--- src/rtl/fetch_unit_pkg.sv ---
// Shared CPU constants for the fetch stage: FSM state encodings, default
// reset PC and timeout, the memory-request bundle, and the next-PC helper.
package fetch_unit_pkg;

    typedef enum logic [1:0] {
        ST_IDLE  = 2'd0,
        ST_WAIT  = 2'd1,
        ST_FAULT = 2'd2
    } fetch_state_t;

    localparam logic [31:0] FU_RESET_PC = 32'h0000_0000;
    localparam int          FU_TIMEOUT  = 16;

    // Outstanding instruction-memory read.
    typedef struct packed {
        logic        rd;
        logic [31:0] addr;
    } mem_req_t;

    // Sequential or relative next PC; all arithmetic wraps modulo 2^32 and
    // the shifted immediate loses whatever falls off bit 31.
    function automatic logic [31:0] next_pc(input logic [31:0] pc,
                                            input logic        sel,
                                            input logic [31:0] immed);
        logic [31:0] ofs;
        ofs = sel ? (immed << 2) : 32'd0;
        return pc + 32'd4 + ofs;
    endfunction

endpackage

--- src/rtl/fetch_unit_pc_reg.sv ---
// Program counter register with next-PC adder.
// Ports:
//   Clk, Reset_n   clock, async active-low reset (PC <= RESET_PC)
//   ld_en          load enable (already qualified by the caller)
//   pc_sel         0: PC+4, 1: PC+4+(immed<<2)
//   immed          sign-extended immediate
//   pc             current PC
module pc_reg
    import fetch_unit_pkg::*;
#(
    parameter logic [31:0] RESET_PC = FU_RESET_PC
) (
    input  logic        Clk,
    input  logic        Reset_n,
    input  logic        ld_en,
    input  logic        pc_sel,
    input  logic [31:0] immed,
    output logic [31:0] pc
);

    always_ff @(posedge Clk or negedge Reset_n) begin
        if (!Reset_n)   pc <= RESET_PC;
        else if (ld_en) pc <= next_pc(pc, pc_sel, immed);
    end

endmodule

--- src/rtl/fetch_unit.sv ---
// Instruction fetch unit: issues one instruction-memory read per Fetch_req,
// captures the returned word into the IR, and faults (terminally, until
// reset) on a misaligned PC or a memory that never acknowledges.
// Ports:
//   Clk, Reset_n        clock, async active-low reset
//   Fetch_req           fetch the word at PC (accepted in IDLE only)
//   PC_LdEn/PC_sel/Immed  PC update controls (accepted in IDLE only)
//   Mem_data, Mem_ack   memory read return
//   Mem_rd, Mem_addr    memory read request
//   Instr, Instr_valid  IR contents and one-cycle capture pulse
//   PC                  current PC
//   Busy, Fault         not-IDLE status and sticky error flag
module fetch_unit
    import fetch_unit_pkg::*;
#(
    parameter logic [31:0] RESET_PC = FU_RESET_PC,
    parameter int          TIMEOUT  = FU_TIMEOUT
) (
    input  logic        Clk,
    input  logic        Reset_n,
    input  logic        Fetch_req,
    input  logic        PC_LdEn,
    input  logic        PC_sel,
    input  logic [31:0] Immed,
    input  logic [31:0] Mem_data,
    input  logic        Mem_ack,
    output logic        Mem_rd,
    output logic [31:0] Mem_addr,
    output logic [31:0] Instr,
    output logic        Instr_valid,
    output logic [31:0] PC,
    output logic        Busy,
    output logic        Fault
);

    localparam int                CNT_W    = $clog2(TIMEOUT + 1);
    localparam logic [CNT_W-1:0]  CNT_LAST = CNT_W'(TIMEOUT - 1);

    fetch_state_t     state, state_nx;
    mem_req_t         req;
    logic [CNT_W-1:0] cnt;
    logic [31:0]      ir;
    logic             ivalid;
    logic             fault_q;
    logic             start, capture;

    // PC only moves while idle; a fetch sampled on the same edge already
    // latched the old PC into the request.
    pc_reg #(.RESET_PC(RESET_PC)) u_pc (
        .Clk     (Clk),
        .Reset_n (Reset_n),
        .ld_en   (PC_LdEn && (state == ST_IDLE)),
        .pc_sel  (PC_sel),
        .immed   (Immed),
        .pc      (PC)
    );

    always_ff @(posedge Clk or negedge Reset_n) begin
        if (!Reset_n) state <= ST_IDLE;
        else          state <= state_nx;
    end

    always_comb begin
        state_nx = state;
        start    = 1'b0;
        capture  = 1'b0;
        case (state)
            ST_IDLE: begin
                if (Fetch_req) begin
                    if (PC[1:0] == 2'b00) begin
                        start    = 1'b1;
                        state_nx = ST_WAIT;
                    end else begin
                        state_nx = ST_FAULT;
                    end
                end
            end
            ST_WAIT: begin
                if (Mem_ack) begin
                    capture  = 1'b1;
                    state_nx = ST_IDLE;
                end else if (cnt == CNT_LAST) begin
                    state_nx = ST_FAULT;
                end
            end
            ST_FAULT: state_nx = ST_FAULT;
            default:  state_nx = ST_IDLE;
        endcase
    end

    always_ff @(posedge Clk or negedge Reset_n) begin
        if (!Reset_n) begin
            req     <= '0;
            cnt     <= '0;
            ir      <= '0;
            ivalid  <= 1'b0;
            fault_q <= 1'b0;
        end else begin
            ivalid <= capture;
            if (start) begin
                req.rd   <= 1'b1;
                req.addr <= PC;
                cnt      <= '0;
            end
            if (capture) begin
                ir     <= Mem_data;
                req.rd <= 1'b0;
            end
            // Count only ack-less cycles that stay in WAIT.
            if (state == ST_WAIT && state_nx == ST_WAIT)
                cnt <= cnt + CNT_W'(1);
            if (state != ST_FAULT && state_nx == ST_FAULT) begin
                fault_q <= 1'b1;
                req.rd  <= 1'b0;
            end
        end
    end

    assign Mem_rd      = req.rd;
    assign Mem_addr    = req.addr;
    assign Instr       = ir;
    assign Instr_valid = ivalid;
    assign Busy        = (state != ST_IDLE);
    assign Fault       = fault_q;

endmodule
--- config.mk ---
export PLATFORM = sky130hd
export DESIGN_NAME = fetch_unit
export DESIGN_NICKNAME = d
export VERILOG_FILES = /design/src/rtl/fetch_unit_pkg.sv /design/src/rtl/fetch_unit_pc_reg.sv /design/src/rtl/fetch_unit.sv
export SDC_FILE = /design/constraint.sdc
export NUM_CORES = 1
export LEC_CHECK = 0
export CAP_MARGIN = 20
export CORE_ASPECT_RATIO = 1.75
export CORE_MARGIN = 5
export CORE_UTILIZATION = 45
export CTS_CLUSTER_DIAMETER = 100
export DETAILED_ROUTE_END_ITERATION = 12
export PLACE_DENSITY = 0.77
export SLEW_MARGIN = 20
export SYNTH_ARGS = -nofsm -noshare
export SYNTH_HDL_FRONTEND = slang
export SYNTH_SLANG_ARGS = --single-unit
--- constraint.sdc ---
create_clock -name Clk -period 5.4 [get_ports Clk]
set_clock_uncertainty 0.05 [all_clocks]
set_input_delay 0.54 -clock Clk [delete_from_list [all_inputs] [get_ports Clk]]
set_output_delay 0.54 -clock Clk [all_outputs]
set_load 0.01 [all_outputs]
==> impl_metrics.toml, run 1 <==
[setup_path]
cp-end-kind = "register"
path_cells = "clkdlybuf4s50_1, and2_1, ha_1, ha_1, fa_1, a21o_1, nand4_1, a211oi_2, o2111ai_1, a21oi_1, o41ai_2, o21ai_1, nor4bb_1, or3_1"
cp.depth = 14
slowest_delay_ns = 0.72
crit_arrival_ns = 4.52
worstPathBufferInverterCount = 1
crit_family = "compound AO/OA/AOI/OAI gates"
path_class = "input pin to register"
worstSetupStartpointType = "input pin"
worst-path-max-fanout = 18
ff2ff_path_depth = 12
cp.required_ns = 5.57
crit_path_frequent_cell = "ha_1"
cp_slowest_cell = "clkdlybuf4s50_1"

[synthesis]
ys_types = 54
syn_area_per_cell_um2 = 11.05
synth_cells = 518
synth_top_area_cell = "dfrtp_1"
syn_area_um2 = 5722
postSynthRegisterBits = 102
async_reset_ff_share_pct = 100.0
ys_seq_area_share_pct = 44.61
yosysMostFrequentCell = "dfrtp_1"
synth_edf_count = 0
yosys_warnings = 0
synth_area_leaders = "dfrtp_1 45%, ha_1 13%, mux2_2 13%"
yosysTopAreaCellShare_pct = 44.61
synth_ff_type = "dfrtp_1"
synth_common_cells = "102 x dfrtp_1, 65 x mux2_2, 59 x ha_1"

[grt]
grt_use_total_pct = 18.42
grt_pass1_vias = 4734
grt_max_degree = 61
grt_pass1_wl_mm = 22.36
overflow = 0
antenna_found_initial = 0

[timing]
period_share_pct = 80.60
setup_viol = 0
min_period_ns = 4.352
clock.fmax_ghz = 0.2298
hold_viol_final = 0
fin_ws_ns = 1.048
rsz0062_at_grt = "no"
slew_headroom_pct = 32.67
worstMarginPinSlew_ns = 1.006
report.final.slew_viol_count = 0
tns_ns = 0

[pwr]
combPwrFrac_pct = 8.0
power.density_nw_per_um2 = 194.4
power.share.switching_pct = 23.90
pwr-share-clk_pct = 41.5
p_seq_share_pct = 50.5
p_int_mw = 1.149
leakage_nw = 3.814
ir_worst_vdd_v = 0.0001358
power_mw = 1.510
switchingPower_mw = 0.3608

[detailed_routing]
detail-route-antenna-nets = 0
first_pass_iters = 4
drt-total-wl_mm = 13.69
wire_per_inst_um = 16.18
drc = 0
vias = 4466
vias_per_cell = 5.279
first_iter_violations = 82

[die]
initial_core_util_pct = 45.78
die_x_um = 95.24
core_area_um2 = 12500
rows = 54
pin_count = 170
die_h_um = 159.2
die_area_um2 = 15160

[cts]
h-tree-depth = 3
cts_resized = 0
root_buffer = "clkbuf_16"
hold_buffers = 0
numClockSinks = 102
cts_tree = "built"
clk-insertion-delay-late_ns = 0.35
post_cts_buffers = 0
cts_buffer_depth = 2
cts_buffers = 9
cts.clk_slew.worst_paths_ns = 0.07

[hold_path]
hp-class = "input pin to async pin"

[outcome]
status = "finished clean"

[finish]
final_area_um2 = 7767
fillCellCount = 1049
seqCellArea_um2 = 2552
largest_reg_flops = 32
finalNonFillerCells = 846
syn2layout_area_growth_pct = 35.75
drive_above_1_share_pct = 13.72
multi_input_area_um2 = 3012
diodes = 0
final_net_count = 804

[placed_design]
gp_congestion = 0.8364
io_buffers = 163
dp_slack_ns = 0.6809
dp_cells = 831
postPlaceCellArea_um2 = 7486
hpwl_mm = 10.60

[run]
maxCapViolCount = 0
==> per-layer routing <==
layer,vias to the layer above,routed length (µm),track usage [%]
met4,0,234,6.439
met3,15,739,2.884
li1,2155,-,-
met2,137,7591,34.55
met5,-,0,0
met1,2159,5124,20.19
==> power groups by stage <==
stage | clock [mW] | combinational [mW] | sequential (mW)
2_1_floorplan | 0 | 0.0491 | 0.779
3_3_place_gp | 0 | 0.119 | 0.778
3_5_place_dp | 0 | 0.122 | 0.778
4_1_cts | 0.642 | 0.124 | 0.763
5_1_grt | 0.671 | 0.135 | 0.763
6_report | 0.626 | 0.121 | 0.763
==> worst register-to-register path, delay by kind of cell (launching register included) <==
kind                     cells  cell delay, ns
AO/OA/AOI/OAI                6            1.32
adder cells (fa/ha/maj)      3            0.99
flip-flops                   1            0.43
AND/OR/NAND/NOR              3            0.68
==> path summary, 6_finish.rpt <==
kind / from / to / slack (ns)
max in group asynchronous: Reset_n / state[0]$_DFF_PN0_ / 4.03
min in group Clk: Fault$_DFFE_PN0P_ / Fault$_DFFE_PN0P_ / 0.42
worst max-delay path: PC_sel / u_pc.pc[29]$_DFFE_PN0P_ / 1.05
worst min-delay path: Reset_n / Mem_addr[6]$_DFFE_PN0P_ / 0.18
worst max register to register: u_pc.pc[3]$_DFFE_PN0P_ / u_pc.pc[29]$_DFFE_PN0P_ / 1.79
worst min register to register: Fault$_DFFE_PN0P_ / Fault$_DFFE_PN0P_ / 0.42
==> final cells by class <==
type / instances / share of cell area (%)
clock buffer: 9 / 2.899
clock inverter: 6 / 0.7249
inverter: 16 / 0.7732
multi-input combinational: 379 / 38.77
sequential: 102 / 32.86
tap: 168 / 2.706
timing repair buffer: 166 / 21.26
==> placed cells by master (no fill, tap or decap), types with 4 or more instances in the layout <==
| cell type | Yosys | routed |
|---|---|---|
| inv_1 | 16 | 16 |
| o21ai_0 | 41 | 41 |
| a21o_1 | 13 | 13 |
| o22ai_1 | 4 | 4 |
| mux2_2 | 65 | 65 |
| a21oi_1 | 20 | 20 |
| xnor2_1 | 14 | 14 |
| nand2_1 | 39 | 38 |
| a211oi_1 | 5 | 5 |
| dfrtp_1 | 102 | 102 |
| xor2_1 | 10 | 10 |
| buf_4 | 4 | 4 |
| clkdlybuf4s50_1 | 0 | 162 |
| nor2_1 | 13 | 13 |
| nand2b_1 | 6 | 6 |
| conb_1 | 1 | 4 |
| nand3_1 | 9 | 9 |
| ha_1 | 59 | 59 |
| and2_1 | 31 | 30 |
| clkbuf_16 | 0 | 9 |
==> cell families (layout without fill, tap and decap cells) <==
kind of cell,after synthesis,count (layout),share of synthesized area (%)
xor gates and xnor gates,24,24,3.674
muxes,66,66,12.97
AOI/OAI and AO/OA,108,108,11.85
buffers and inverters,40,197,3.018
other,1,4,0.06554
DFF,102,102,44.61
and+or+nand+nor,117,117,10.56
adders and majority gates,60,60,13.25
==> per-stage QoR <==
| stage | hold slack (ns) | util [%] |
|---|---|---|
| after floorplan | 0.1944 | - |
| after global placement | 0.4049 | 59.89 |
| after detailed placement | 0.4137 | 59.89 |
| after CTS | 0.2077 | 62.14 |
| after global routing | 0.2379 | 62.14 |
| final | 0.1785 | 62.14 |
No activity file was read; power rests on OpenSTA's default activity.
==> inputs of run 2 (changes only) <==
==> constraint.sdc (replaced) <==
create_clock -name Clk -period 4.22 [get_ports Clk]
set_clock_uncertainty 0.05 [all_clocks]
set_input_delay 0.422 -clock Clk [delete_from_list [all_inputs] [get_ports Clk]]
set_output_delay 0.422 -clock Clk [all_outputs]
set_load 0.01 [all_outputs]
==> run 2 against run 1 <==
Effect of this change: largest cell class unchanged; combinational power is 28% higher; sequential share of layout area is 0.27 points lower; global-route usage about the same; routed wire length rose by 0.23%; count of clock-buffer cells in the layout grew 1; non-clock buffer count increased by 4; largest power group unchanged; design area up 0.84%.
==> impl_metrics.toml, run 2 (synthesis gave the netlist of run 1 again) <==
[cts]
cts_buffer_depth = 2
hold_buffers = 0
cts_resized = 0
cts.clk_slew.worst_paths_ns = 0.07
h-tree-depth = 3
cts_buffers = 9
cts_tree = "built"
root_buffer = "clkbuf_16"
post_cts_buffers = 0
clk-insertion-delay-late_ns = 0.35
numClockSinks = 102

[setup_path]
path_class = "input pin to register"
cp-end-kind = "register"
ff2ff_path_depth = 13
ff2ff_setup_slack_ns = 0.85
worst-path-max-fanout = 9
worstSetupStartpointType = "input pin"
regToRegStartpoint = "u_pc.pc[3]$_DFFE_PN0P_"
cp.required_ns = 4.37
worstReg2RegEnd = "u_pc.pc[31]$_DFFE_PN0P_"
crit_arrival_ns = 3.93

[timing]
report.final.slew_viol_count = 0
tns_ns = 0
min_period_ns = 3.778
hold_viol_final = 0
worstMarginPinSlew_ns = 0.8586
slew_headroom_pct = 42.76
clock.fmax_ghz = 0.2647
period_share_pct = 89.53
rsz0062_at_grt = "no"
setup_viol = 0

[hold_path]
hp-class = "input pin to async pin"

[finish]
final_net_count = 808
multi_input_area_um2 = 3012
syn2layout_area_growth_pct = 36.89
seqCellArea_um2 = 2552
diodes = 0
largest_reg_flops = 32
finalNonFillerCells = 851
drive_above_1_share_pct = 14.35
fillCellCount = 998
final_common_cell = "clkdlybuf4s50_1"
final_cell_mix = "162 x clkdlybuf4s50_1, 102 x dfrtp_1, 65 x mux2_2"
final_area_um2 = 7833

[outcome]
status = "finished clean"

[die]
initial_core_util_pct = 45.78
pin_count = 170
die_area_um2 = 15160
core_area_um2 = 12500
die_x_um = 95.24
die_h_um = 159.2
rows = 54

[detailed_routing]
first_pass_iters = 4
wire_per_inst_um = 16.12
vias = 4401
drt-total-wl_mm = 13.72
drc = 0
detail-route-antenna-nets = 0
vias_per_cell = 5.172
first_iter_violations = 134

[placed_design]
dp_cells = 835
io_buffers = 163
gp_congestion = 0.8267
postPlaceCellArea_um2 = 7516
hpwl_mm = 10.67

[pwr]
p_seq_share_pct = 48.6
p_int_mw = 1.550
power_mw = 2.009
combPwrFrac_pct = 7.7
leakage_nw = 3.849
ir_worst_vdd_v = 0.0002392
pwr-share-clk_pct = 43.7
power.density_nw_per_um2 = 256.5
switchingPower_mw = 0.4598
power.share.switching_pct = 22.88

[grt]
overflow = 0
grt_max_degree = 67
grt_use_total_pct = 18.38
antenna_found_initial = 0
grt_pass1_wl_mm = 22.16
grt_pass1_vias = 4715

[run]
maxCapViolCount = 0
[run 2: cell types whose count changed in the layout (fill, tap and decap cells not counted)]
cell       change
clkinv_4       -1
bufinv_16      +1
buf_4          +4
clkbuf_8       +1
[run 2: worst max-delay path: stages]
cell and delay (ns):
clkdlybuf4s50_1 0.50, buf_4 0.22, and2_1 0.14, ha_1 0.29, ha_1 0.38, and4_4 0.23
and2_1 0.16, a221o_1 0.31, a41o_1 0.27, a221o_1 0.38, a21o_1 0.22, a21oi_2 0.15
xor2_1 0.15, o21ai_1 0.08
[run 2: worst max path at each step]
stage | startpoint | to | slack, ns | cells after the start
floorplan | PC_sel | u_pc.pc[24]$_DFFE_PN0P_ | 0.73 | 14
global placement | PC_sel | u_pc.pc[31]$_DFFE_PN0P_ | 0.12 | 15
detailed placement | PC_sel | u_pc.pc[24]$_DFFE_PN0P_ | 0.08 | 14
CTS | PC_sel | u_pc.pc[31]$_DFFE_PN0P_ | 0.43 | 15
global route | PC_sel | u_pc.pc[24]$_DFFE_PN0P_ | 0.21 | 14
finish | PC_sel | u_pc.pc[24]$_DFFE_PN0P_ | 0.44 | 14
[run 2: cell type report]
cell class	count	share of cell area, %
clock buffer	10	3.051
clock inverter	6	0.9904
inverter	16	0.7668
multi-input combinational	379	38.45
sequential	102	32.59
tap	168	2.684
timing repair buffer	170	21.47
[run 2: power groups by stage]
stage	Combinational [mW]	Sequential, mW	Clock (mW)
finish	0.155	0.977	0.877
floorplan	0.0629	0.996	0
CTS	0.158	0.976	0.901
detailed placement	0.157	0.996	0
global placement	0.153	0.996	0
global route	0.173	0.976	0.946
[run 2: per-layer routing]
layer | up-vias | wire (µm) | GRT usage (%)
met5 | - | 0 | 0
met4 | 0 | 245 | 6.045
met1 | 2099 | 5113 | 19.26
met2 | 127 | 7564 | 34.99
li1 | 2160 | - | -
met3 | 15 | 797 | 3.783
[run 2: stage by stage]
step | hold slack (ns) | worst slack (ns) | utilization [%]
2_1_floorplan | 0.07641 | 0.7307 | -
3_3_place_gp | 0.4058 | 0.1208 | 60.13
3_5_place_dp | 0.4270 | 0.08164 | 60.13
4_1_cts | 0.1548 | 0.4275 | 62.66
5_1_grt | 0.1997 | 0.2110 | 62.66
6_report | 0.1277 | 0.4420 | 62.66
